**config.mk**
```make
export PLATFORM = sky130hd
export DESIGN_NAME = lsu_ctrl
export DESIGN_NICKNAME = d
export VERILOG_FILES = /design/src/rtl/riscv_definitions.sv /design/src/rtl/lsu_align.sv /design/src/rtl/lsu_ctrl.sv
export SDC_FILE = /design/constraint.sdc
export NUM_CORES = 1
export LEC_CHECK = 0
export ABC_AREA = 1
export BUFFER_PORTS_ARGS = -buffer_cell sky130_fd_sc_hd__buf_2
export CORE_ASPECT_RATIO = 0.7
export CORE_MARGIN = 4
export CORE_UTILIZATION = 50
export CTS_CLUSTER_DIAMETER = 150
export DETAILED_ROUTE_END_ITERATION = 12
export GPL_TIMING_DRIVEN = 0
export PLACE_DENSITY = 0.84
export SLEW_MARGIN = 5
export SYNTH_ARGS = -nofsm -noshare
export SYNTH_HDL_FRONTEND = slang
export SYNTH_HIERARCHICAL = 1
export SYNTH_SLANG_ARGS = --single-unit
```
**constraint.sdc**
```tcl
create_clock -name clk -period 3.9 [get_ports clk]
set_clock_uncertainty 0.1 [all_clocks]
set_input_delay 0.195 -clock clk [delete_from_list [all_inputs] [get_ports clk]]
set_output_delay 0.195 -clock clk [all_outputs]
set_load 0.02 [all_outputs]
```
**src/rtl/riscv_definitions.sv**
```systemverilog
// Shared RV32I definitions: funct3 encodings for loads/stores and the LSU state/error types.
package riscv_definitions;

    typedef enum logic [2:0] {
        LB  = 3'b000,
        LH  = 3'b001,
        LW  = 3'b010,
        LBU = 3'b100,
        LHU = 3'b101
    } funct3_Type_LOAD;

    typedef enum logic [2:0] {
        SB = 3'b000,
        SH = 3'b001,
        SW = 3'b010
    } funct3_Type_STORE;

    typedef enum logic [1:0] {
        IDLE = 2'd0,
        REQ  = 2'd1,
        WAIT = 2'd2,
        RESP = 2'd3
    } lsu_state_e;

    typedef enum logic [1:0] {
        LSU_OK       = 2'd0,
        LSU_MISALIGN = 2'd1,
        LSU_BUSERR   = 2'd2,
        LSU_ILLEGAL  = 2'd3
    } lsu_err_e;

endpackage

```
**src/rtl/lsu_align.sv**
```systemverilog
// Combinational lane logic for the LSU: byte enables, store lane replication,
// load extraction/extension, and misalignment / illegal-funct3 detection.
module lsu_align
    import riscv_definitions::*;
#(
    parameter int DATA_WIDTH = 32
) (
    input  logic                  we,
    input  logic [2:0]            funct3,
    input  logic [1:0]            addr_lo,
    input  logic [DATA_WIDTH-1:0] wdata,
    input  logic [DATA_WIDTH-1:0] rdata,
    output logic [3:0]            be,
    output logic [DATA_WIDTH-1:0] wdata_lanes,
    output logic [DATA_WIDTH-1:0] rdata_ext,
    output logic                  misalign,
    output logic                  illegal
);

    logic [7:0]  rd_byte;
    logic [15:0] rd_half;

    assign rd_byte = rdata[8*addr_lo +: 8];
    assign rd_half = rdata[16*addr_lo[1] +: 16];

    always_comb begin
        be          = 4'b0000;
        wdata_lanes = '0;
        misalign    = 1'b0;
        if (we)
            illegal = (funct3 >= 3'b011);
        else
            illegal = (funct3 == 3'b011) || (funct3 == 3'b110) || (funct3 == 3'b111);

        // funct3[1:0] encodes access size for both loads and stores
        case (funct3[1:0])
            2'b00: begin
                be          = 4'b0001 << addr_lo;
                wdata_lanes = {4{wdata[7:0]}};
            end
            2'b01: begin
                be          = 4'b0011 << addr_lo;
                wdata_lanes = {2{wdata[15:0]}};
                misalign    = addr_lo[0];
            end
            2'b10: begin
                be          = 4'b1111;
                wdata_lanes = wdata;
                misalign    = (addr_lo != 2'b00);
            end
            default: ;
        endcase
    end

    always_comb begin
        rdata_ext = '0;
        case (funct3)
            LB:      rdata_ext = {{24{rd_byte[7]}}, rd_byte};
            LBU:     rdata_ext = {24'h000000, rd_byte};
            LH:      rdata_ext = {{16{rd_half[15]}}, rd_half};
            LHU:     rdata_ext = {16'h0000, rd_half};
            LW:      rdata_ext = rdata;
            default: rdata_ext = '0;
        endcase
    end

endmodule

```
**src/rtl/lsu_ctrl.sv**
```systemverilog
// RV32I load/store sequencer driving a req/gnt/rvalid data bus.
// Define LSU_TIMEOUT_EN to bound the WAIT state by TIMEOUT_CYCLES.
//
// state | meaning
// IDLE  | ready for a new operation
// REQ   | bus request held until grant
// WAIT  | granted, waiting for rvalid (or timeout)
// RESP  | one-cycle response to the core
module lsu_ctrl
    import riscv_definitions::*;
#(
    parameter int DATA_WIDTH     = 32,
    parameter int ADDR_WIDTH     = 32,
    parameter int TIMEOUT_CYCLES = 16
) (
    input  logic                  clk,
    input  logic                  rst,
    input  logic                  req_valid_i,
    output logic                  req_ready_o,
    input  logic                  req_we_i,
    input  logic [2:0]            req_funct3_i,
    input  logic [ADDR_WIDTH-1:0] req_addr_i,
    input  logic [DATA_WIDTH-1:0] req_wdata_i,
    input  logic [4:0]            req_rd_i,
    output logic                  resp_valid_o,
    output logic [DATA_WIDTH-1:0] resp_rdata_o,
    output logic [4:0]            resp_rd_o,
    output logic [1:0]            resp_err_o,
    output logic                  mem_req_o,
    input  logic                  mem_gnt_i,
    output logic                  mem_we_o,
    output logic [3:0]            mem_be_o,
    output logic [ADDR_WIDTH-1:0] mem_addr_o,
    output logic [DATA_WIDTH-1:0] mem_wdata_o,
    input  logic                  mem_rvalid_i,
    input  logic [DATA_WIDTH-1:0] mem_rdata_i,
    input  logic                  mem_err_i,
    output logic                  busy_o
);

    if (DATA_WIDTH != 32 || TIMEOUT_CYCLES < 1) begin : g_bad_param
        $error("lsu_ctrl: DATA_WIDTH must be 32 and TIMEOUT_CYCLES >= 1");
    end

    lsu_state_e            state, state_nxt;
    logic                  op_we;
    logic [2:0]            op_funct3;
    logic [ADDR_WIDTH-1:0] op_addr;
    logic [DATA_WIDTH-1:0] op_wdata;
    logic [4:0]            op_rd;
    lsu_err_e              err_q;
    logic [DATA_WIDTH-1:0] rdata_q;

    logic                  idle, accept;
    logic                  al_we, al_misalign, al_illegal;
    logic [2:0]            al_funct3;
    logic [1:0]            al_addr_lo;
    logic [DATA_WIDTH-1:0] al_wdata, al_wdata_lanes, al_rdata_ext;
    logic [3:0]            al_be;

    assign idle   = (state == IDLE);
    assign accept = idle && req_valid_i;

    // In IDLE the aligner checks the incoming request; afterwards it works on the held operation.
    assign al_we      = idle ? req_we_i          : op_we;
    assign al_funct3  = idle ? req_funct3_i      : op_funct3;
    assign al_addr_lo = idle ? req_addr_i[1:0]   : op_addr[1:0];
    assign al_wdata   = idle ? req_wdata_i       : op_wdata;

    lsu_align #(.DATA_WIDTH(DATA_WIDTH)) u_align (
        .we          (al_we),
        .funct3      (al_funct3),
        .addr_lo     (al_addr_lo),
        .wdata       (al_wdata),
        .rdata       (mem_rdata_i),
        .be          (al_be),
        .wdata_lanes (al_wdata_lanes),
        .rdata_ext   (al_rdata_ext),
        .misalign    (al_misalign),
        .illegal     (al_illegal)
    );

`ifdef LSU_TIMEOUT_EN
    localparam int CW = $clog2(TIMEOUT_CYCLES + 1);
    localparam logic [CW-1:0] TMO_LAST = CW'(TIMEOUT_CYCLES - 1);
    logic [CW-1:0] tmo_cnt;
    logic          tmo_hit;

    assign tmo_hit = (state == WAIT) && (tmo_cnt == TMO_LAST);

    always_ff @(posedge clk) begin
        if (rst)
            tmo_cnt <= '0;
        else if (state == REQ && mem_gnt_i)
            tmo_cnt <= '0;
        else if (state == WAIT)
            tmo_cnt <= tmo_cnt + 1'b1;
    end
`endif

    always_ff @(posedge clk) begin
        if (rst)
            state <= IDLE;
        else
            state <= state_nxt;
    end

    always_comb begin
        state_nxt = state;
        case (state)
            IDLE: if (req_valid_i) state_nxt = (al_illegal || al_misalign) ? RESP : REQ;
            REQ:  if (mem_gnt_i) state_nxt = WAIT;
            WAIT: begin
                if (mem_rvalid_i) state_nxt = RESP;
`ifdef LSU_TIMEOUT_EN
                else if (tmo_hit) state_nxt = RESP;
`endif
            end
            RESP: state_nxt = IDLE;
            default: state_nxt = IDLE;
        endcase
    end

    always_comb begin
        req_ready_o  = 1'b0;
        busy_o       = 1'b1;
        mem_req_o    = 1'b0;
        mem_we_o     = 1'b0;
        mem_be_o     = 4'b0000;
        mem_addr_o   = '0;
        mem_wdata_o  = '0;
        resp_valid_o = 1'b0;
        resp_rdata_o = '0;
        resp_rd_o    = 5'd0;
        resp_err_o   = 2'd0;
        case (state)
            IDLE: begin
                req_ready_o = 1'b1;
                busy_o      = 1'b0;
            end
            REQ: begin
                mem_req_o   = 1'b1;
                mem_we_o    = op_we;
                mem_be_o    = al_be;
                mem_addr_o  = {op_addr[ADDR_WIDTH-1:2], 2'b00};
                mem_wdata_o = al_wdata_lanes;
            end
            RESP: begin
                resp_valid_o = 1'b1;
                resp_rdata_o = rdata_q;
                resp_rd_o    = op_we ? 5'd0 : op_rd;
                resp_err_o   = err_q;
            end
            default: ;
        endcase
    end

    always_ff @(posedge clk) begin
        if (rst) begin
            op_we     <= 1'b0;
            op_funct3 <= 3'b000;
            op_addr   <= '0;
            op_wdata  <= '0;
            op_rd     <= 5'd0;
            err_q     <= LSU_OK;
            rdata_q   <= '0;
        end else begin
            if (accept) begin
                op_we     <= req_we_i;
                op_funct3 <= req_funct3_i;
                op_addr   <= req_addr_i;
                op_wdata  <= req_wdata_i;
                op_rd     <= req_rd_i;
                rdata_q   <= '0;
                if (al_illegal)
                    err_q <= LSU_ILLEGAL;
                else if (al_misalign)
                    err_q <= LSU_MISALIGN;
                else
                    err_q <= LSU_OK;
            end
            if (state == WAIT) begin
                if (mem_rvalid_i) begin
                    err_q   <= mem_err_i ? LSU_BUSERR : LSU_OK;
                    rdata_q <= (mem_err_i || op_we) ? '0 : al_rdata_ext;
                end
`ifdef LSU_TIMEOUT_EN
                else if (tmo_hit) begin
                    err_q   <= LSU_ILLEGAL;
                    rdata_q <= '0;
                end
`endif
            end
        end
    end

endmodule
```
==> flow_metrics.py <==
metrics = {
    "timing": {
        "rsz0062_at_grt": "no",
        "min_period_ns": 3.58,
        "fin_ws_ns": 0.324,
        "drv_slew": 0,
        "worst_slew_pin_slew_ns": 0.725,
        "setup_violations": 0,
        "hold_ws_ns": 0.00881,
        "fmax_ghz": 0.280,
        "finalHoldViolCount": 0,
        "tns_ns": 0,
        "maxSlewHeadroom_pct": 51.6,
        "min_period_over_period_pct": 91.7,
    },
    "global_route": {
        "grt-busiest-layer": "met2",
        "grt_pass1_wl_um": 35700,
        "grt_max_degree": 22,
        "grt_use_total_pct": 28.3,
        "grtUsageMet2_pct": 44.5,
        "met1_usage_pct": 38.5,
        "overflow": 0,
        "grt_pass1_vias": 7386,
        "met3_usage_pct": 7.46,
        "antenna_found_initial": 2,
    },
    "cells_and_area": {
        "final_cell_mix": "nand2_1, buf_2, inv_1",
        "fillCellCount": 1248,
        "final_common_cell": "nand2_1",
        "final_layout_size_suffix_gt1_share_pct": 22.3,
        "areaGrowthSynthToFinish_pct": 28.7,
        "nets": 1509,
        "finalInstanceArea_mm2": 0.00868,
    },
    "synthesis": {
        "synth_edf_count": 0,
        "synthTopCellsByArea": "dfxtp_1, nand2_1, inv_1, o21ai_0, nor2_1",
        "yosysUniqueCellTypes": 31,
        "ys_seq_area_share_pct": 32.3,
        "yosysWarnings": 6,
        "ys.flop_type": "dfxtp_1",
        "synthArstFlopShare_pct": 0,
        "syn-cell-area_mm2": 0.00675,
        "synth_area_leader_cell": "dfxtp_1",
        "synth_area_per_cell_um2": 5.98,
        "synth-seq-cells": 109,
        "synth_cells": 1129,
        "synth_top_area_share_pct": 32.3,
    },
    "pwr": {
        "ir_worst_vdd_mv": 0.323,
        "leakage_nw": 5.17,
        "p_clk_share_pct": 15.9,
        "p_switching_mw": 2.97,
        "p_per_area_mw_per_mm2": 679,
        "power_frac_seq_pct": 24.4,
        "comb_power_share_pct": 59.7,
        "intPower_mw": 2.93,
        "sw_frac_of_total_pct": 50.4,
    },
    "die": {
        "dieArea_mm2": 0.0155,
        "die_w_um": 147,
        "fp.dieH_um": 105,
        "pin_count": 223,
        "initial_core_util_pct": 51.2,
        "core_mm2": 0.0132,
        "num_rows": 35,
    },
    "placed_design": {
        "pre_cts_ws_ns": 0.165,
        "gp_congestion": 0.979,
        "post_dp_cell_area_mm2": 0.00809,
        "port_buffers": 220,
        "dp_hpwl_um": 16600,
    },
    "cts": {
        "htreeDepth": 3,
        "insertion_delay_ns": 0.35,
        "cts_tree": "done",
        "post_cts_buffers": 0,
        "path_clk_slew_ns": 0.08,
        "cts_buffer_depth": 2,
        "clock-sinks": 109,
        "cts_made_buffers": 9,
        "cts_root_buffer": "clkbuf_16",
    },
    "worst_setup_path": {
        "crit_fanout": 16,
        "critPathLaunchType": "flip-flop",
        "crit_required_ns": 3.61,
        "worstSetupPathType": "reg2out",
        "arrival_ns": 3.28,
        "end_kind": "output pin",
    },
    "hold_path": {
        "min_path_type": "in2reg",
    },
    "route": {
        "drt_wl_total_um": 22500,
        "vias": 7875,
        "drtIter0Drc": 652,
        "ant_nets": 0,
        "wire_per_inst_um": 14.2,
        "drc": 0,
        "dr.pass1.iters": 5,
        "vias_per_cell": 4.98,
    },
    "outcome": {
        "outcome": "complete, no violations",
    },
    "flow_run": {
        "max_cap_viol_count": 0,
    },
}
[power by group through the flow]
stage	logic [mW]	clock network (mW)	registers, mW
global placement	3.34	0	1.45
detailed placement	3.38	0	1.46
floorplan	2.44	0	1.44
finish	3.52	0.940	1.44
global route	3.90	0.989	1.46
CTS	3.42	0.949	1.44
[final cells by class]
type / instances / area [µm²] / share of cell area [%]
Buffer: 72 / 479 / 5.52
Inverter: 226 / 853 / 9.83
Multi-Input combinational cell: 722 / 3250 / 37.4
Antenna cell: 2 / 5.00 / 0.0576
Clock inverter: 7 / 78.8 / 0.908
Timing Repair Buffer: 248 / 1380 / 15.9
Tap cell: 185 / 231 / 2.67
Sequential cell: 109 / 2180 / 25.1
Clock buffer: 9 / 225 / 2.59
[per-stage QoR]
| stage | std cells | total power, mW | util, % |
|---|---|---|---|
| floorplan | 1130 | 3.88 | - |
| global placement | 1535 | 4.79 | 61.3 |
| detailed placement | 1535 | 4.84 | 61.3 |
| CTS | 1579 | 5.80 | 65.8 |
| global route | 1580 | 6.35 | 65.9 |
| finish | 1580 | 5.90 | 65.9 |
[state kept, by name (all words and copies together), names as in the netlist]
register	count
op_funct3	3
op_we	1
op_rd	5
op_wdata	32
state	2
err_q	2
rdata_q	32
op_addr	32
[worst max-delay path, cell delays in order, from the launching register on]
cell	delay (ns)
dfxtp_1	0.37
inv_1	0.10
ha_1	0.24
buf_6	0.18
buf_2	0.20
o21ai_1	0.42
inv_1	0.16
ha_1	0.24
buf_2	0.20
nor3_4	0.39
nor3_1	0.12
nand2_1	0.10
inv_1	0.04
buf_2	0.15
[routing by layer]
layer  vias to the layer above  wire [µm]
met2                       404       9760
met1                      3510       9810
met5                         -          0
li1                       3928          -
met4                         0        423
met3                        33       2470
[cell usage after synthesis (2+ instances only)]
| library cell | instances |
|---|---|
| nor3_1 | 2 |
| buf_2 | 30 |
| buf_6 | 11 |
| o31ai_1 | 5 |
| inv_1 | 223 |
| nand2_1 | 304 |
| dfxtp_1 | 109 |
| clkbuf_2 | 4 |
| o21ai_1 | 62 |
| inv_2 | 2 |
| buf_4 | 9 |
| nand2_2 | 4 |
| nor2_1 | 115 |
| clkbuf_1 | 15 |
| a21oi_1 | 78 |
| buf_8 | 3 |
| nand2_4 | 2 |
| ha_1 | 10 |
| o21ai_0 | 108 |
| nand3_1 | 21 |
| nor2_4 | 2 |
[worst paths after layout]
| path | cells past startpoint | slack, ns | end | from |
|---|---|---|---|---|
| setup / recovery | 13 | 0.32 | mem_wdata_o[0] | state[0] |
| hold / removal | 3 | 0.009 | op_addr[3] | req_addr_i[3] |
| hold reg to reg | 2 | 0.35 | op_wdata[14] | op_wdata[14] |
| setup reg to reg | 15 | 0.65 | rdata_q[27] | state[0] |
[what timing repair did]
item                                   4_1_cts  5_1_grt
endpoints found under the hold margin       28        0
setup endpoints to repair                   17       19
gates resized for setup                      1        4
hold buffers                                28        0
[kinds of logic (layout without fill, tap and decap cells)]
family | Yosys count | count (layout) | synth area share, %
AND/OR/NAND/NOR | 454 | 454 | 26.7
buffers and inverters | 299 | 562 | 19.8
AO/OA/AOI/OAI | 256 | 256 | 19.3
flip-flops | 109 | 109 | 32.3
adder cells (fa/ha/maj) | 10 | 10 | 1.85
other | 1 | 4 | 0.0556
Note: power is estimated with default switching activity, not from simulation.
